--- src/rtl/drum_step_sequencer_if.sv ---
// Pattern write port between the UI pattern editor and the step sequencer.
// A beat transfers on a clk edge where wr_valid and wr_ready are both high.
interface drum_step_sequencer_if #(
    parameter int STEP_W = 4
) ();
    logic              wr_valid;
    logic              wr_ready;
    logic [STEP_W-1:0] wr_addr;
    logic [8:0]        wr_data;

    modport master (
        output wr_valid,
        output wr_addr,
        output wr_data,
        input  wr_ready
    );

    modport slave (
        input  wr_valid,
        input  wr_addr,
        input  wr_data,
        output wr_ready
    );
endinterface

--- src/rtl/drum_step_sequencer.sv ---
// 16-step pattern sequencer feeding the square/impulse tone datapath.
// Each step: one LOAD cycle, then PLAY until the latched step length expires.
module drum_step_sequencer #(
    parameter int NUM_STEPS = 16,
    parameter int STEP_W    = 4,
    parameter int CNT_W     = 32,
    parameter int MIN_STEP  = 2
) (
    input  logic                  clk,
    input  logic                  rst_n,
    input  logic                  run,
    input  logic [CNT_W-1:0]      step_cycles,
    input  logic [CNT_W-1:0]      gate_cycles,
    drum_step_sequencer_if.slave  wr,
    output logic [CNT_W-1:0]      wave_period,
    output logic                  trig,
    output logic                  gate,
    output logic [STEP_W-1:0]     step_idx,
    output logic                  busy
);

    typedef enum logic [1:0] {
        IDLE,
        LOAD,
        PLAY
    } state_t;

    localparam logic [CNT_W-1:0] ONE   = CNT_W'(1);
    localparam logic [CNT_W-1:0] TWO   = CNT_W'(2);
    localparam logic [CNT_W-1:0] FLOOR = CNT_W'(MIN_STEP);

    state_t           state_q;
    state_t           state_d;
    logic [8:0]       pattern [NUM_STEPS];
    logic [8:0]       entry;
    logic [CNT_W-1:0] cnt;
    logic [CNT_W-1:0] len_l;
    logic [CNT_W-1:0] len_g;
    logic [CNT_W-1:0] l_in;
    logic [CNT_W-1:0] g_raw;
    logic [CNT_W-1:0] g_in;
    logic [CNT_W-1:0] period;
    logic             step_end;

    assign entry  = pattern[step_idx];
    assign period = CNT_W'({1'b1, entry[7:4], 2'b00}) << entry[3:0];

    // Gate is kept strictly shorter than the step so it always drops before LOAD.
    assign l_in  = (step_cycles < FLOOR) ? FLOOR : step_cycles;
    assign g_raw = (gate_cycles == '0) ? ONE : gate_cycles;
    assign g_in  = (g_raw > l_in - ONE) ? l_in - ONE : g_raw;

    assign wr.wr_ready = (state_q != LOAD);
    assign busy        = (state_q != IDLE);

    always_ff @(posedge clk) begin
        if (!rst_n) begin
            state_q <= IDLE;
        end else begin
            state_q <= state_d;
        end
    end

    always_comb begin
        state_d  = state_q;
        step_end = 1'b0;
        case (state_q)
            IDLE: begin
                if (run) begin
                    state_d = LOAD;
                end
            end
            LOAD: begin
                state_d = PLAY;
            end
            PLAY: begin
                if (cnt == len_l - TWO) begin
                    step_end = 1'b1;
                    state_d  = run ? LOAD : IDLE;
                end
            end
            default: begin
                state_d = IDLE;
            end
        endcase
    end

    always_ff @(posedge clk) begin
        if (!rst_n) begin
            for (int i = 0; i < NUM_STEPS; i++) begin
                pattern[i] <= '0;
            end
            cnt         <= '0;
            len_l       <= FLOOR;
            len_g       <= ONE;
            wave_period <= '0;
            trig        <= 1'b0;
            gate        <= 1'b0;
            step_idx    <= '0;
        end else begin
            if (wr.wr_valid && wr.wr_ready) begin
                pattern[wr.wr_addr] <= wr.wr_data;
            end
            trig <= 1'b0;
            case (state_q)
                LOAD: begin
                    len_l <= l_in;
                    len_g <= g_in;
                    cnt   <= '0;
                    trig  <= entry[8];
                    gate  <= entry[8];
                    if (entry[8]) begin
                        wave_period <= period;
                    end
                end
                PLAY: begin
                    cnt <= cnt + ONE;
                    if (cnt == len_g - ONE) begin
                        gate <= 1'b0;
                    end
                    if (step_end) begin
                        step_idx <= run ? step_idx + 1'b1 : '0;
                    end
                end
                default: begin
                end
            endcase
        end
    end

endmodule

--- src/flat_wrapper.sv ---
// flat-port wrapper written by rule: the top's interface ports become plain ports
module drum_step_sequencer_flat 
#(
    parameter int NUM_STEPS = 16,
    parameter int STEP_W    = 4,
    parameter int CNT_W     = 32,
    parameter int MIN_STEP  = 2
)
  (clk, rst_n, run, step_cycles, gate_cycles, wave_period, trig, gate, step_idx, busy, wr_wr_valid, wr_wr_addr, wr_wr_data, wr_wr_ready);
  drum_step_sequencer_if #(.STEP_W(STEP_W)) wr_i ();
  input  logic clk;
  input  logic rst_n;
  input  logic run;
  input  logic [CNT_W-1:0] step_cycles;
  input  logic [CNT_W-1:0] gate_cycles;
  output logic [CNT_W-1:0] wave_period;
  output logic trig;
  output logic gate;
  output logic [STEP_W-1:0] step_idx;
  output logic busy;
  input wire logic [$bits(wr_i.wr_valid)-1:0] wr_wr_valid;
  input wire logic [$bits(wr_i.wr_addr)-1:0] wr_wr_addr;
  input wire logic [$bits(wr_i.wr_data)-1:0] wr_wr_data;
  output wire logic [$bits(wr_i.wr_ready)-1:0] wr_wr_ready;
  assign wr_i.wr_valid = wr_wr_valid;
  assign wr_i.wr_addr = wr_wr_addr;
  assign wr_i.wr_data = wr_wr_data;
  assign wr_wr_ready = wr_i.wr_ready;
  drum_step_sequencer #(.NUM_STEPS(NUM_STEPS), .STEP_W(STEP_W), .CNT_W(CNT_W), .MIN_STEP(MIN_STEP)) u_core (.clk(clk), .rst_n(rst_n), .run(run), .step_cycles(step_cycles), .gate_cycles(gate_cycles), .wr(wr_i), .wave_period(wave_period), .trig(trig), .gate(gate), .step_idx(step_idx), .busy(busy));
endmodule
--- config.mk ---
export PLATFORM = sky130hd
export DESIGN_NAME = drum_step_sequencer_flat
export DESIGN_NICKNAME = d
export VERILOG_FILES = /design/src/rtl/drum_step_sequencer_if.sv /design/src/rtl/drum_step_sequencer.sv /design/src/flat_wrapper.sv
export SDC_FILE = /design/constraint.sdc
export NUM_CORES = 1
export LEC_CHECK = 0
export CAP_MARGIN = 5
export CORE_ASPECT_RATIO = 0.8
export CORE_MARGIN = 2
export CORE_UTILIZATION = 30
export CTS_CLUSTER_SIZE = 12
export DETAILED_ROUTE_END_ITERATION = 8
export DONT_BUFFER_PORTS = 1
export SYNTH_ARGS = -nofsm -noshare
export SYNTH_HDL_FRONTEND = slang
export SYNTH_SLANG_ARGS = --single-unit
--- constraint.sdc ---
create_clock -name clk -period 5.75 [get_ports clk]
set_input_delay 1.15 -clock clk [delete_from_list [all_inputs] [get_ports clk]]
set_output_delay 1.15 -clock clk [all_outputs]
set_load 0.02 [all_outputs]
==> summary.md <==
| Metric | Value |
|---|---|
| Syn Area/Cell | 10.2 sq um |
| Port Buf Inserts | 0 |
| Reg clk slew, reported paths | ~0.060 ns |
| Synth Area in XOR/XNOR | 0.0812 |
| Main synth FF type | edfxtp_1 |
| CTS Root Cell | clkbuf_16 |
| Setup TNS | 0 ns |
| Post-CTS Setup Bufs | 0 |
| GRT Util Overall | 0.171 |
| TritonCTS clock tree | yes |
| Worst path arrival time | roughly 5.7 ns |
| Commonest non-fill, non-tap cell in the layout | and2_1 |
| Fraction of layout cells with a size suffix above 1 | 0.102 |
| Final wirelength | about 47000 um |
| Maximum VDD drop | 342 uV |
| Dpl ws | -0.0124 ns |
| Final min period | around 5.3 ns |
| Die width | roughly 260 um |
| Area contributors post-synth | edfxtp_1 (27%), dfxtp_1 (16%), mux4_2 (6.3%) |
| Final WS setup | about 0.47 ns |
| Pin count of the biggest net entering global routing | 88 |
| Non-Filler Cell Area, Final | 17400 sq um |
| Synth area leader | edfxtp_1 |
| H-tree Lvls | 1 |
| Compound-Gate Fraction of Synth Area | 0.0981 |
| Post-synthesis register bit count | roughly 270 |
| Library cells used by synthesis | 75 |
| Gpl congestion | roughly 0.88 |
| First-pass GRT wire length | between 70000 and 80000 um |
| Area after DPL | 16300 sq um |
| Final setup violating endpoints | 0 |
| Register area share after synthesis | 0.437 |
| DRC viols | 0 |
| Final hold viol count | 0 |
| CTS Buffer Depth | 3 |
| Clk_lat worst skew | 0.59 ns |
| Area growth syn-to-layout | 10.3% |
| Nets | 1600 |
| Die Y | 209 um |
| CTS sink cnt | ~270 |
| Drt initial violations | between 1000 and 1500 |
| Worst Path Required | between 6 and 7 ns |
| Slew Limit Fails | 0 |
| Combinational family with the most area after synthesis | simple AND/OR/NAND/NOR gates |
| Cells after Synth | ~1500 |
| CTS Buf Count | 31 |
| Via count | about 12000 |
| Final global-route overflow total | 0 |
| Filler Cells Inserted | approximately 5300 |
| Initial antenna violation count | 3 |
| Mapped cell area | 15700 sq um |
| Core ar. | roughly 52000 sq um |
| Final period utilization | 0.918 |
| Resized Gates After CTS | 0 |
| Mux contribution to synthesized area | 0.0931 |
| CTS Hold Bufs | 0 |
| Vias in the first global route | ~11000 |
| Most frequent cells in the layout | and2_1 (147), edfxtp_1 (144), nor2_1 (135) |
| Die area | ~54000 sq um |
| Per-cell routed wire length | about 22 um |
| Measured slew at the worst slew-check pin | between 1 and 1.5 ns |
| Register area | 6890 sq um |
| Hold Path Class | reg2reg |
| Post-synth EDFFs | between 100 and 150 |
| Initial Util | 0.302 |
| Setup Skew | about 0.019 ns |
| RSZ-0062 raised after global routing | false |
| Setup CP Type | in2reg |
| Post-synthesis simple-gate area fraction | 0.214 |
| Max-capacitance violation count | 0 |
| Slew margin rel. | 0.253 |
| I/O pin cnt | 121 |
| Adder-Cell Fraction of Synth Area | 0.0326 |
| FFs w/ async S/R, synth | 0 |
| # rows | 75 |
| Pleak | 5.98 nW |
| Startpoint Class | input pin |
| Synth top area share | 0.275 |
| Detail Placement HPWL | between 30000 and 40000 um |
| Drt pass-1 iters | 5 |
| Status | finished clean |
| PnR Total Power | ~6.2 mW |
| Fmax | around 190 MHz |
| Antenna Nets Post-Route | 0 |
| CP max FO | 17 |
| Pwr Density | roughly 360 nW/um^2 |
| YS warnings | 0 |
| Worst Setup End Kind | register |
| Multi-input gate area | 8230 sq um |
| DR vias/cell | between 5 and 6 |
[synth_stat cells (all sizes together) (4+ instances only)]
library cell  instances
xnor2                85
nand3                66
nor2b                 8
a22o                  9
dfxtp               128
a21o                 12
nand2b               12
xor2                 61
a31oi                 6
inv                  18
ha                   41
o31ai                 6
or3                  26
and4                  5
or4                  22
nand4                22
mux2i                43
mux2                  4
a211oi                6
buf                  23
nand3b                8
nor2                136
nor3                 33
o311ai               31
o21ai                38
and2                147
nand2                62
mux4                 44
a21oi                40
clkbuf              125
o2111ai              30
edfxtp              144
or2                   4
o211ai                8
nor4                 41
and3                  8
[state kept, by name, indices dropped and copies added, names as in the netlist, named ones only]
| name | flops |
|---|---|
| u_core.len_l | 32 |
| u_core.gate | 1 |
| u_core.cnt | 32 |
| u_core.pattern | 144 |
| u_core.state_q | 2 |
| u_core.len_g | 32 |
| u_core.step_idx | 4 |
| u_core.trig | 1 |
| u_core.wave_period | 20 |
[worst paths after layout]
path | start | endpoint | slack (ns) | cells after the start
setup reg to reg | u_core.len_l[1]$_SDFFE_PN1P_ | register | 1.89 | 10
hold / removal | u_core.state_q[1]$_SDFFE_PN0P_ | u_core.state_q[1]$_SDFFE_PN0P_ | 0.51 | 2
setup / recovery | step_cycles[25] | u_core.len_g[5]$_SDFFE_PN0P_ | 0.47 | 19
hold reg to reg | u_core.state_q[1]$_SDFFE_PN0P_ | u_core.state_q[1]$_SDFFE_PN0P_ | 0.51 | 2
[per-layer routing]
layer / part of all wire / track usage / up-vias
met1: 0.45 / 0.252 / 5827
met4: 0.024 / 0.0441 / 0
li1: - / - / 5540
met3: 0.094 / 0.0421 / 65
met5: 0 / 0 / -
met2: 0.43 / 0.248 / 474
[worst max-delay path: stages]
cell	delay, ns
or4_1	0.53
or4_1	0.47
nor4_1	0.28
nand2_1	0.14
nand2_1	0.12
ha_1	0.17
nand2_1	0.12
or3_1	0.40
xor2_1	0.32
ha_1	0.21
a21o_1	0.11
a21o_1	0.11
a211oi_1	0.06
o31ai_1	0.34
nand3_1	0.11
and3_1	0.20
or2_2	0.30
buf_4	0.21
o311ai_0	0.36
[where the power goes]
group	internal (mW)	switching (mW)
registers	2.22	0.250
clock network	1.21	0.819
logic	0.680	1.03
total	4.11	2.10
[stage by stage]
step / utilization / hold slack [ns] / cells
floorplan: - / 0.459 / 1557
global placement: 0.313 / 0.489 / 2138
detailed placement: 0.313 / 0.493 / 2138
CTS: 0.333 / 0.501 / 2195
global route: 0.333 / 0.547 / 2195
finish: 0.333 / 0.507 / 2196
[cells by family after synthesis]
kind of cell,count (synthesis)
simple gates,615
other cells,1
flops,272
fa+ha+maj,41
mux,91
xor+xnor,146
buf+inv,167
compound gates,213
[final cells by class]
cell class,instances,area share
multi-input cells,1118,0.474
repair buffers,36,0.0156
well taps,693,0.0499
flip-flops and latches,272,0.396
inverters,19,0.00411
clock inverters,18,0.0116
clock buffers,39,0.0487
diodes,1,0.000144
Note: power is estimated with default switching activity, not from simulation.
==> RTL edit 1 (same flow settings) <==
`CNT_W` is set to 32 in 2 places; all go to 40.
--- a/src/rtl/drum_step_sequencer.sv
+++ b/src/rtl/drum_step_sequencer.sv
@@ -3,7 +3,7 @@
 module drum_step_sequencer #(
     parameter int NUM_STEPS = 16,
     parameter int STEP_W    = 4,
-    parameter int CNT_W     = 32,
+    parameter int CNT_W     = 40,
     parameter int MIN_STEP  = 2
 ) (
     input  logic                  clk,
--- a/src/flat_wrapper.sv
+++ b/src/flat_wrapper.sv
@@ -3,7 +3,7 @@
 #(
     parameter int NUM_STEPS = 16,
     parameter int STEP_W    = 4,
-    parameter int CNT_W     = 32,
+    parameter int CNT_W     = 40,
     parameter int MIN_STEP  = 2
 )
   (clk, rst_n, run, step_cycles, gate_cycles, wave_period, trig, gate, step_idx, busy, wr_wr_valid, wr_wr_addr, wr_wr_data, wr_wr_ready);
Ports: changed (resized gate_cycles, step_cycles and wave_period); port bits go from 121 to 145. The function was not compared with the original's and may differ.
==> RTL edit 1 against the unedited design <==
  * The flow now finishes with violations (negative setup slack)
  * Fmax down 9.5%
  * Wire length up 27%
  * Setup slack worse by 0.56 ns
  * Sequential cell count up 24
  * Power up 15%
  * Highest routed layer is now met5
  * Design area up 19%
  * Via count up 24%
  * Area after synthesis up 14%
==> RTL edit 1: results (changes against the unedited design) <==
qor: logic_synthesis.share_of_the_synthesized_area_in_compound_gates_ao_oa_aoi_oai 9.078% [was 9.805%]
qor: power_and_ir_drop.clkPwrFrac 32.0% [was 32.7%]
qor: global_routing.grtUsageTotal 18.78% [was 17.09%]
qor: global_routing.met2_resource_use_gr 27.52% [was 24.78%]
qor: routing.wl_met1 27.60 mm [was 21.39 mm]
qor: setup_path.crit_path_top_delay_cell or4_4 [was or4_1]
qor: setup_path.regToRegSetupSlack 1.86 ns [was 1.89 ns]
qor: power_and_ir_drop.ir_drop 0.1701 mV [was 0.3417 mV]
qor: routing.wl 60.17 mm [was 47.23 mm]
qor: setup_path.crit_path_max_fanout 25 [was 17]
qor: layout.nNetsFinal 1999 [was 1600]
qor: global_routing.grt_max_degree 85 [was 88]
qor: global_routing.grtUsageMet1 27.69% [was 25.22%]
qor: clock_network.clkLatencyLatePin 0.54 ns [was 0.59 ns]
qor: outcome.violated_checks negative setup slack
qor: logic_synthesis.synth_fa_ha_area_share 3.427% [was 3.258%]
qor: timing.finClkSkew 0.02602 ns [was 0.01901 ns]
qor: logic_synthesis.muxShareOfSynthArea 9.113% [was 9.313%]
qor: outcome.status finished, violations left [was finished clean]
qor: place.hpwlAfterDp 44.91 mm [was 34.98 mm]
qor: timing.number_of_setup_violations_in_the_final_report 28 [was 0]
qor: global_routing.grt_use_met3 4.259% [was 4.209%]
qor: timing.timing.final.ws_setup -0.08291 ns [was 0.4736 ns]
qor: logic_synthesis.synth-xor-area-share 8.224% [was 8.121%]
qor: layout.layout-drive-gt1-share 14.95% [was 10.19%]
qor: power_and_ir_drop.clock_group 0.00228 W [was 0.00203 W]
qor: place.post_dp_cell_area 0.01903 mm^2 [was 0.01632 mm^2]
-- RTL edit 1: what timing repair did --
action                     CTS  global route
hold endpoints to repair     0             0
cloned                       3             2
setup endpoints to repair   40            40
resized for setup           27            43
pin swaps                   23            32
buffers inserted             8             7
-- RTL edit 1: layout make-up --
type / instances / area, um^2
fillers: 5938 / 38550
clock buffers: 51 / 1017
multi-input cells: 1399 / 10230
well taps: 779 / 974.7
flip-flops and latches: 296 / 7368
repair buffers: 102 / 868.3
inverters: 19 / 71.32
clock inverters: 12 / 176.4
-- RTL edit 1: final timing paths --
kind / startpoint / to / cells past startpoint
worst max-delay path: step_cycles[33] / u_core.len_g[34] / 25
worst min register to register: u_core.len_l[0] / u_core.len_l[0] / 2
worst min-delay path: u_core.len_l[0] / u_core.len_l[0] / 2
worst max register to register: u_core.len_l[1] / u_core.step_idx[3] / 11
==> RTL edit 2 (same flow settings) <==
Without the edit above. The 3 states of `state_t` get a one-hot encoding in 3 bits.
--- a/src/rtl/drum_step_sequencer.sv
+++ b/src/rtl/drum_step_sequencer.sv
@@ -19,10 +19,10 @@
     output logic                  busy
 );
 
-    typedef enum logic [1:0] {
-        IDLE,
-        LOAD,
-        PLAY
+    typedef enum logic [2:0] {
+        IDLE = 3'b001,
+        LOAD = 3'b010,
+        PLAY = 3'b100
     } state_t;
 
     localparam logic [CNT_W-1:0] ONE   = CNT_W'(1);
Formal check against the unedited RTL: no difference found for any inputs over 4 cycles, from zero or initial values and one cycle with rst_n low; so few cycles prove little.
==> RTL edit 2 against the unedited design <==
  * Setup slack worse by 0.048 ns
  * Area after synthesis up 2.3%
  * Sequential share of layout area fell by 0.44 points
  * Wire length increased by 2.0%
  * Sequential cell count up 1
  * Design area rose by 1.4%
Power is not compared: it rests on default switching activity, and its combinational part moved more than twofold at a synthesized area within 25%.
==> RTL edit 2: results (changes against the unedited design) <==
qor: setup_path.startpoint step_cycles[19] [was step_cycles[25]]
qor: place.place_inst 2250 [was 2138]
qor: routing.detail_route.vias_per_cell 5.474 [was 5.422]
qor: routing.wl 48.16 mm [was 47.23 mm]
qor: place.post_dp_cell_area 0.01672 mm^2 [was 0.01632 mm^2]
qor: clock_network.cts_buffers 30 [was 31]
qor: global_routing.met2_resource_use_gr 25.45% [was 24.78%]
qor: logic_synthesis.netlist_cell_types 78 [was 75]
qor: routing.vias 12620 [was 11910]
qor: routing.dr.max_layer_used met5 [was met4]
qor: clock_network.clkLatencyLatePin 0.57 ns [was 0.59 ns]
qor: global_routing.grtUsageTotal 17.04% [was 17.09%]
qor: setup_path.worst-endpoint-arrival 5.77 ns [was 5.73 ns]
qor: logic_synthesis.list_of_most_frequent_post_synthesis_cells and2_1 (169), edfxtp_1 (144), nand2_1 (139) [was and2_1 (147), edfxtp_1 (144), nor2_1 (136)]
qor: place.hpwlAfterDp 35.44 mm [was 34.98 mm]
qor: logic_synthesis.synth.yosys.seq_area_share 42.87% [was 43.73%]
qor: routing.route.met2.wl 20.44 mm [was 20.24 mm]
qor: timing.worstMarginPinSlew 1.057 ns [was 1.120 ns]
qor: power_and_ir_drop.report.power.total 0.004266 W
qor: setup_path.worstReg2RegStart u_core.len_l[4] [was u_core.len_l[1]]
qor: routing.initialDrtViolationCount 1334 [was 1203]
qor: setup_path.crit_path_max_fanout 28 [was 17]
qor: setup_path.crit_end u_core.len_g[19] [was u_core.len_g[5]]
qor: place.dp_worst_setup_slack -0.08007 ns [was -0.01242 ns]
qor: outcome.status finished clean [unchanged]
qor: timing.timing.final.ws_setup 0.4253 ns [was 0.4736 ns]
qor: timing.hold_ws 0.5053 ns [was 0.5067 ns]
qor: global_routing.grtUsageMet1 23.90% [was 25.22%]
-- RTL edit 2: cell types whose count changed after synthesis, moves of 13 or more --
cell       before  now
nand4_1        22   58
xnor2_1        85   67
o21ai_0        36   74
nor2_1        136   92
nand3_1        66   85
o2111ai_1      30    2
nand2_1        62  139
mux2i_1        43   21
xor2_1         61   41
a21boi_0        0   36
and3_1          8   24
and2_1        147  169
nor2b_1         8   21
-- RTL edit 2: area by class of cell --
class                   count  area, um^2
flip-flops and latches    273        6908
clock inverters            13       68.82
inverters                  20       76.32
repair buffers             36       307.8
diodes                      1       2.502
clock buffers              42       827.0
fillers                  5383       35120
well taps                 693       867.1
multi-input cells        1228        8559
-- RTL edit 2: kinds of logic after synthesis --
kind of cell	count (synthesis)	share of synthesized area (%)
AND/OR/NAND/NOR	743	25.37
flip-flops	273	42.87
AO/OA/AOI/OAI	258	10.82
buffers and inverters	172	4.365
XOR/XNOR	108	5.872
multiplexers	70	7.806
adder cells (fa/ha/maj)	37	2.874
other	1	0.02328
